File: src/rtl/ifu_fetch_pkg.sv
// Shared frontend types for the instruction fetch unit: sizing, the FTQ block
// descriptor and the fetch FSM state encoding.
package ifu_fetch_pkg;

  localparam int FETCH_WIDTH       = 4;
  localparam int ADDR_WIDTH        = 32;
  localparam int DATA_WIDTH        = 32;
  localparam int FRONTEND_FTQ_SIZE = 8;
  localparam int FTQ_SIZE          = FRONTEND_FTQ_SIZE;
  localparam int FTQ_ID_W          = $clog2(FTQ_SIZE);
  // length counts 0..FETCH_WIDTH inclusive, so it needs one extra code point
  localparam int LEN_W             = $clog2(FETCH_WIDTH + 1);

  typedef logic [FTQ_ID_W-1:0] ftq_id_t;

  typedef struct packed {
    logic                  valid;
    logic [ADDR_WIDTH-1:0] start_pc;
    logic                  is_cross_cacheline;
    logic [LEN_W-1:0]      length;
  } ftq_block_t;

  typedef enum logic [1:0] {
    IDLE,
    WAIT,
    DROP,
    OUT
  } ifu_state_t;

  function automatic logic [FETCH_WIDTH-1:0] len_to_mask(input logic [LEN_W-1:0] len);
    logic [FETCH_WIDTH-1:0] m;
    for (int i = 0; i < FETCH_WIDTH; i++) m[i] = (LEN_W'(i) < len);
    return m;
  endfunction

endpackage

File: src/rtl/ifu_fetch_if.sv
// Fetch-unit boundary: FTQ handshake, I-cache request/response and the
// instruction-buffer output. slave is the fetch unit, master its environment.
interface ifu_fetch_if;
  import ifu_fetch_pkg::*;

  ftq_block_t                        ftq_i;
  ftq_id_t                           ftq_id_i;
  logic                              ftq_redirect_i;
  logic                              ftq_accept_o;
  logic                              flush_i;
  logic                              icache_rreq_o;
  logic [ADDR_WIDTH-1:0]             icache_raddr_o;
  logic                              icache_cross_o;
  logic                              icache_rreq_ready_i;
  logic                              icache_rvalid_i;
  logic [FETCH_WIDTH*DATA_WIDTH-1:0] icache_rdata_i;
  logic                              ib_valid_o;
  logic [ADDR_WIDTH-1:0]             ib_pc_o;
  logic [FETCH_WIDTH*DATA_WIDTH-1:0] ib_instr_o;
  logic [FETCH_WIDTH-1:0]            ib_mask_o;
  ftq_id_t                           ib_ftq_id_o;
  logic                              ib_ready_i;

  modport slave (
    input  ftq_i, ftq_id_i, ftq_redirect_i, flush_i,
    input  icache_rreq_ready_i, icache_rvalid_i, icache_rdata_i, ib_ready_i,
    output ftq_accept_o, icache_rreq_o, icache_raddr_o, icache_cross_o,
    output ib_valid_o, ib_pc_o, ib_instr_o, ib_mask_o, ib_ftq_id_o
  );

  modport master (
    output ftq_i, ftq_id_i, ftq_redirect_i, flush_i,
    output icache_rreq_ready_i, icache_rvalid_i, icache_rdata_i, ib_ready_i,
    input  ftq_accept_o, icache_rreq_o, icache_raddr_o, icache_cross_o,
    input  ib_valid_o, ib_pc_o, ib_instr_o, ib_mask_o, ib_ftq_id_o
  );

endinterface

File: src/rtl/ifu_fetch_outbuf.sv
// Single-entry output register toward the instruction buffer: loaded from the
// I-cache response, drained by ready, cleared outright by a flush.
module ifu_fetch_outbuf
  import ifu_fetch_pkg::*;
(
  input  logic                              clk,
  input  logic                              rst,
  input  logic                              load,
  input  logic                              flush,
  input  logic                              ready,
  input  logic [ADDR_WIDTH-1:0]             in_pc,
  input  logic [FETCH_WIDTH*DATA_WIDTH-1:0] in_instr,
  input  logic [FETCH_WIDTH-1:0]            in_mask,
  input  ftq_id_t                           in_id,
  output logic                              valid,
  output logic [ADDR_WIDTH-1:0]             pc,
  output logic [FETCH_WIDTH*DATA_WIDTH-1:0] instr,
  output logic [FETCH_WIDTH-1:0]            mask,
  output ftq_id_t                           id
);

  // NOTE: non-blocking assignments so every flop samples pre-edge values.
  always_ff @(posedge clk or negedge rst) begin
    if (!rst) begin
      valid <= 1'b0;
      pc    <= '0;
      instr <= '0;
      mask  <= '0;
      id    <= '0;
    end else if (flush) begin
      valid <= 1'b0;
    end else if (load) begin
      valid <= 1'b1;
      pc    <= in_pc;
      instr <= in_instr;
      mask  <= in_mask;
      id    <= in_id;
    end else if (ready) begin
      valid <= 1'b0;
    end
  end

endmodule

File: src/rtl/ifu_fetch.sv
// Instruction fetch unit: takes one FTQ block, issues one I-cache read, and
// hands the returned words to the instruction buffer, honouring kills.
module ifu_fetch
  import ifu_fetch_pkg::*;
(
  input logic        clk,
  input logic        rst,
  ifu_fetch_if.slave bus
);

  ifu_state_t            state_q;
  logic                  accepted_q;
  logic [ADDR_WIDTH-1:0] req_pc_q;
  logic [LEN_W-1:0]      req_len_q;
  ftq_id_t               req_id_q;

  logic accept;
  logic kill;
  logic load;

  // A block can only leave the FTQ when no request is outstanding and the
  // output slot is free or being drained this very cycle.
  assign accept = bus.ftq_i.valid & bus.icache_rreq_ready_i & ~bus.flush_i
                & ~bus.ftq_redirect_i
                & ((state_q == IDLE) | ((state_q == OUT) & bus.ib_ready_i));

  // A redirect only matters for the block taken on the previous cycle.
  assign kill = bus.flush_i | (bus.ftq_redirect_i & accepted_q);
  assign load = (state_q == WAIT) & bus.icache_rvalid_i & ~kill;

  assign bus.ftq_accept_o   = accept & rst;
  assign bus.icache_rreq_o  = accept & rst;
  assign bus.icache_raddr_o = (accept & rst) ? bus.ftq_i.start_pc : '0;
  assign bus.icache_cross_o = accept & rst & bus.ftq_i.is_cross_cacheline;

  always_ff @(posedge clk or negedge rst) begin
    if (!rst) begin
      state_q    <= IDLE;
      accepted_q <= 1'b0;
      req_pc_q   <= '0;
      req_len_q  <= '0;
      req_id_q   <= '0;
    end else begin
      accepted_q <= accept;
      if (accept) begin
        req_pc_q  <= bus.ftq_i.start_pc;
        req_len_q <= bus.ftq_i.length;
        req_id_q  <= bus.ftq_id_i;
      end
      unique case (state_q)
        IDLE: if (accept) state_q <= WAIT;
        WAIT: begin
          if (bus.icache_rvalid_i) state_q <= kill ? IDLE : OUT;
          else if (kill)           state_q <= DROP;
        end
        // The killed response still has to come back before a new request.
        DROP: if (bus.icache_rvalid_i) state_q <= IDLE;
        OUT: begin
          if (bus.flush_i)         state_q <= IDLE;
          else if (accept)         state_q <= WAIT;
          else if (bus.ib_ready_i) state_q <= IDLE;
        end
        default: state_q <= IDLE;
      endcase
    end
  end

  ifu_fetch_outbuf u_outbuf (
    .clk      (clk),
    .rst      (rst),
    .load     (load),
    .flush    (bus.flush_i),
    .ready    (bus.ib_ready_i),
    .in_pc    (req_pc_q),
    .in_instr (bus.icache_rdata_i),
    .in_mask  (len_to_mask(req_len_q)),
    .in_id    (req_id_q),
    .valid    (bus.ib_valid_o),
    .pc       (bus.ib_pc_o),
    .instr    (bus.ib_instr_o),
    .mask     (bus.ib_mask_o),
    .id       (bus.ib_ftq_id_o)
  );

endmodule
File: src/flat_wrapper.sv
// flat-port wrapper written by rule: the top's interface ports become plain ports
module ifu_fetch_flat import ifu_fetch_pkg::*;
  (clk, rst, bus_ftq_i, bus_ftq_id_i, bus_ftq_redirect_i, bus_flush_i, bus_icache_rreq_ready_i, bus_icache_rvalid_i, bus_icache_rdata_i, bus_ib_ready_i, bus_ftq_accept_o, bus_icache_rreq_o, bus_icache_raddr_o, bus_icache_cross_o, bus_ib_valid_o, bus_ib_pc_o, bus_ib_instr_o, bus_ib_mask_o, bus_ib_ftq_id_o);
  ifu_fetch_if bus_i ();
  input logic clk;
  input logic rst;
  input wire logic [$bits(bus_i.ftq_i)-1:0] bus_ftq_i;
  input wire logic [$bits(bus_i.ftq_id_i)-1:0] bus_ftq_id_i;
  input wire logic [$bits(bus_i.ftq_redirect_i)-1:0] bus_ftq_redirect_i;
  input wire logic [$bits(bus_i.flush_i)-1:0] bus_flush_i;
  input wire logic [$bits(bus_i.icache_rreq_ready_i)-1:0] bus_icache_rreq_ready_i;
  input wire logic [$bits(bus_i.icache_rvalid_i)-1:0] bus_icache_rvalid_i;
  input wire logic [$bits(bus_i.icache_rdata_i)-1:0] bus_icache_rdata_i;
  input wire logic [$bits(bus_i.ib_ready_i)-1:0] bus_ib_ready_i;
  output wire logic [$bits(bus_i.ftq_accept_o)-1:0] bus_ftq_accept_o;
  output wire logic [$bits(bus_i.icache_rreq_o)-1:0] bus_icache_rreq_o;
  output wire logic [$bits(bus_i.icache_raddr_o)-1:0] bus_icache_raddr_o;
  output wire logic [$bits(bus_i.icache_cross_o)-1:0] bus_icache_cross_o;
  output wire logic [$bits(bus_i.ib_valid_o)-1:0] bus_ib_valid_o;
  output wire logic [$bits(bus_i.ib_pc_o)-1:0] bus_ib_pc_o;
  output wire logic [$bits(bus_i.ib_instr_o)-1:0] bus_ib_instr_o;
  output wire logic [$bits(bus_i.ib_mask_o)-1:0] bus_ib_mask_o;
  output wire logic [$bits(bus_i.ib_ftq_id_o)-1:0] bus_ib_ftq_id_o;
  assign bus_i.ftq_i = bus_ftq_i;
  assign bus_i.ftq_id_i = bus_ftq_id_i;
  assign bus_i.ftq_redirect_i = bus_ftq_redirect_i;
  assign bus_i.flush_i = bus_flush_i;
  assign bus_i.icache_rreq_ready_i = bus_icache_rreq_ready_i;
  assign bus_i.icache_rvalid_i = bus_icache_rvalid_i;
  assign bus_i.icache_rdata_i = bus_icache_rdata_i;
  assign bus_i.ib_ready_i = bus_ib_ready_i;
  assign bus_ftq_accept_o = bus_i.ftq_accept_o;
  assign bus_icache_rreq_o = bus_i.icache_rreq_o;
  assign bus_icache_raddr_o = bus_i.icache_raddr_o;
  assign bus_icache_cross_o = bus_i.icache_cross_o;
  assign bus_ib_valid_o = bus_i.ib_valid_o;
  assign bus_ib_pc_o = bus_i.ib_pc_o;
  assign bus_ib_instr_o = bus_i.ib_instr_o;
  assign bus_ib_mask_o = bus_i.ib_mask_o;
  assign bus_ib_ftq_id_o = bus_i.ib_ftq_id_o;
  ifu_fetch u_core (.clk(clk), .rst(rst), .bus(bus_i));
endmodule
File: config.mk
export PLATFORM = sky130hd
export DESIGN_NAME = ifu_fetch_flat
export DESIGN_NICKNAME = d
export VERILOG_FILES = /design/src/rtl/ifu_fetch_pkg.sv /design/src/rtl/ifu_fetch_if.sv /design/src/rtl/ifu_fetch_outbuf.sv /design/src/rtl/ifu_fetch.sv /design/src/flat_wrapper.sv
export SDC_FILE = /design/constraint.sdc
export NUM_CORES = 1
export LEC_CHECK = 0
export ABC_CLOCK_PERIOD_IN_PS = 4000
export CORE_AREA = 2 2 145 147
export DETAILED_ROUTE_END_ITERATION = 12
export DIE_AREA = 0 0 147 149
export PLACE_DENSITY = 0.8
export SETUP_SLACK_MARGIN = 0.3
export SLEW_MARGIN = 20
export SYNTH_ARGS = -nofsm -noshare
export SYNTH_HDL_FRONTEND = slang
export SYNTH_SLANG_ARGS = --single-unit
File: constraint.sdc
create_clock -name clk -period 4 [get_ports clk]
set_input_delay 0.6 -clock clk [delete_from_list [all_inputs] [get_ports clk]]
set_output_delay 0.6 -clock clk [all_outputs]
set_load 0.05 [all_outputs]
==> results by group <==
Power and ir drop
  – Clock network power share: 0.212
  – Sw Share: 0.408
  – Peak supply drop: 0.000379 V
  – Internal power: 6.66 mW
  – Psw: 4.59 mW
  – PD cells: 828 nW/um2
  – Gate power share: 0.486
  – Sequential share of power: 0.302
  – Power, Total: 11.3 mW
  – Lkg Pwr: 6.01 nW

STA
  – Final period util: 0.762
  – RSZ-0062 raised after global routing: no
  – Setup WS post-layout: 953 ps
  – Setup TNS: 0 ps
  – Max Slew Vio Count: 0
  – Fin. Hold Viols: 0
  – Fin Clk Skew: 8.49 ps
  – Tmin final: 3050 ps
  – Rel. slew slack: 0.481
  – Setup violators final: 0
  – F_max: 0.328 GHz
  – Worst Tran Pin Value: 778 ps
  – WHS: 87.1 ps

Critical path
  – Worst endpoint required time: 3400 ps
  – Path type of the worst setup path: in -> out
  – Crit-path leading delay family: buffers and inverters
  – Crit-path slowest cell: clkdlybuf4s50_1
  – Worst Path Arrival: 2450 ps
  – CP Cell Sequence: clkdlybuf4s50_1, nand4bb_1, a21oi_4, buf_12, and2_1, buf_12
  – Critical Path Sink Type: output pin
  – Worst setup SP type: input port
  – CP most frequent cell: buf_12
  – CP bufs+invs: 3
  – Slowest stage delay, CP: 500 ps
  – CP max FO: 73

Floorplan
  – Core ar.: 20600 um2
  – IO Pins: 378
  – Floorplan row count: 53
  – Die height: 149 um
  – Die Wd: 147 um
  – Die area: 21900 um2
  – Initial cell density of the core: 0.414

Finish
  – Layout Nets: 1055
  – Layout cells sized above 1: 0.320
  – Area Growth Syn to Fin: 59.6%
  – Fillcell total: 1499
  – Fin util: 0.661
  – N_diodes: 0

Synthesis
  – YS warnings: 0
  – Synth top cells by count: dfrtp_1 (209), mux2_2 (101), mux2_4 (100)
  – Register area share after synthesis: 0.614
  – Ys async rst share: 1.00
  – Mapped Area: 8510 um2
  – Biggest area consumer among synthesized cells: dfrtp_1
  – Most common cell in the netlist: dfrtp_1
  – Area share of the largest cell type after synthesis: 0.614
  – Cell variety after synth: 28
  – Post-synth EDFFs: 0
  – Largest cells by area after synthesis: dfrtp_1 (61%), mux2_4 (18%), mux2_2 (13%)
  – Ys flop type: dfrtp_1
  – Synth Register Bits: 209
  – Synth Area per Inst: 17.0 um2
  – Syn_nets: 675
  – Gate Count Post-Synth: 500

CTS
  – CTS-repair resized insts: 0
  – CTS tree: built
  – CTS Sinks: 209
  – Post-CTS setup buffer count: 0
  – Clock Latency Late Sink: 500 ps
  – H-tree depth: 1
  – CTS Root Cell: clkbuf_16
  – Clk slew on worst S/H paths: 60 ps
  – CTS Buf Count: 22
  – Post-CTS Hold Buffers: 0
  – Worst-case clock buffer depth: 3

Routing
  – Final wirelength: 21900 um
  – Vias per cell: 4.75
  – 1st-pass router iterations: 4
  – 1st-iter DRT viols: 174
  – DRC errors left: 0
  – Vias: 5558
  – Drt wl/cell: 18.7 um
  – Antenna Nets Post-Route: 0

Global routing
  – Vias in the first global route: 5874
  – Initial antenna violation count: 0
  – Tot GR Track Use: 0.193
  – GRT overflow: 0
  – First-pass GRT wire length: 33500 um
  – Largest net degree at the start of global routing: 93

Status
  – Outcome: finished clean

Hold path
  – Hold Path Class: in -> async

Placement
  – Pre-CTS WS: 965 ps
  – IO buf count: 377
  – Post-DP HPWL: 15400 um
  – Final Wtd Congestion: 0.779

Run
  – Max Cap Viol: 0
## flip-flops by register name, indices dropped and copies added, names as in the netlist
| signal | flops |
|---|---|
| u_core.u_outbuf.instr | 128 |
| u_core.req_pc_q | 32 |
| u_core.u_outbuf.pc | 32 |
| u_core.u_outbuf.mask | 4 |
| u_core.req_id_q | 3 |
| u_core.req_len_q | 3 |
| u_core.u_outbuf.id | 3 |
| u_core.state_q | 2 |
| u_core.accepted_q | 1 |
| u_core.u_outbuf.valid | 1 |
## worst reg2reg max path: cells and delay by family (launching register included)
family,cells,cell delay (ps)
compound gates,1,170
buf+inv,1,370
flops,1,390
mux,1,380
simple gates,1,620
## cells in the final DEF, fill, tap and decap left out, types with 2 or more instances in the layout
master and count:
o21ai_0 3, buf_4 16, inv_1 2, clkbuf_1 2
clkdlybuf4s50_1 341, mux2i_1 2, buf_12 28, clkbuf_16 23
and3_1 33, bufinv_16 7, clkinv_2 4, mux2_1 2
clkbuf_8 3, mux2_2 101, nor2_1 3, dfrtp_1 209
mux2_4 100
## cells by family after synthesis
| family | Yosys count | synth area share |
|---|---|---|
| DFF | 209 | 0.614 |
| muxes | 205 | 0.315 |
| and+or+nand+nor | 44 | 0.0326 |
| buffers and inverters | 32 | 0.0291 |
| AOI/OAI and AO/OA | 10 | 0.00911 |
## final cells by class
class                   instances  area, um2  area share
multi-input cells             259       3040       0.224
well taps                     275        344      0.0253
flip-flops and latches        209       5230       0.385
clock inverters                11        230      0.0169
clock buffers                  28        624      0.0460
repair buffers                386       4110       0.302
inverters                       2       7.51    0.000553
## metrics by stage
step                instance area (um2)  std cells
floorplan                          8510        500
global placement                  12700       1131
detailed placement                12700       1131
finish                            13600       1170
global route                      13600       1170
CTS                               13600       1170
## layer usage
metal / wire length, um / part of all wire / track usage
met2: 10700 / 0.49 / 0.328
met1: 8800 / 0.40 / 0.242
met5: 0 / 0 / 0
met4: 788 / 0.036 / 0.0745
met3: 1540 / 0.071 / 0.0440
## power groups by stage
stage	combinational (mW)	sequential [mW]	clock [mW]
3_5_place_dp	5.50	3.42	0
6_report	5.47	3.40	2.38
2_1_floorplan	1.03	5.90	0
5_1_grt	5.64	3.50	2.53
4_1_cts	5.52	3.40	2.44
3_3_place_gp	5.46	3.37	0
## worst paths after layout
path,from,endpoint,slack (ps),depth (start not counted)
min,rst,u_core.req_pc_q[6],90,1
max reg2reg,u_core.accepted_q,u_core.u_outbuf.mask[3],1950,4
min in group clk,u_core.req_pc_q[4],u_core.req_pc_q[4],490,1
min reg2reg,u_core.req_pc_q[4],u_core.req_pc_q[4],490,1
max in group asynchronous,rst,u_core.u_outbuf.instr[71],2310,3
max,bus_flush_i,bus_icache_rreq_o,950,6
(Power assumes the default switching activity.)
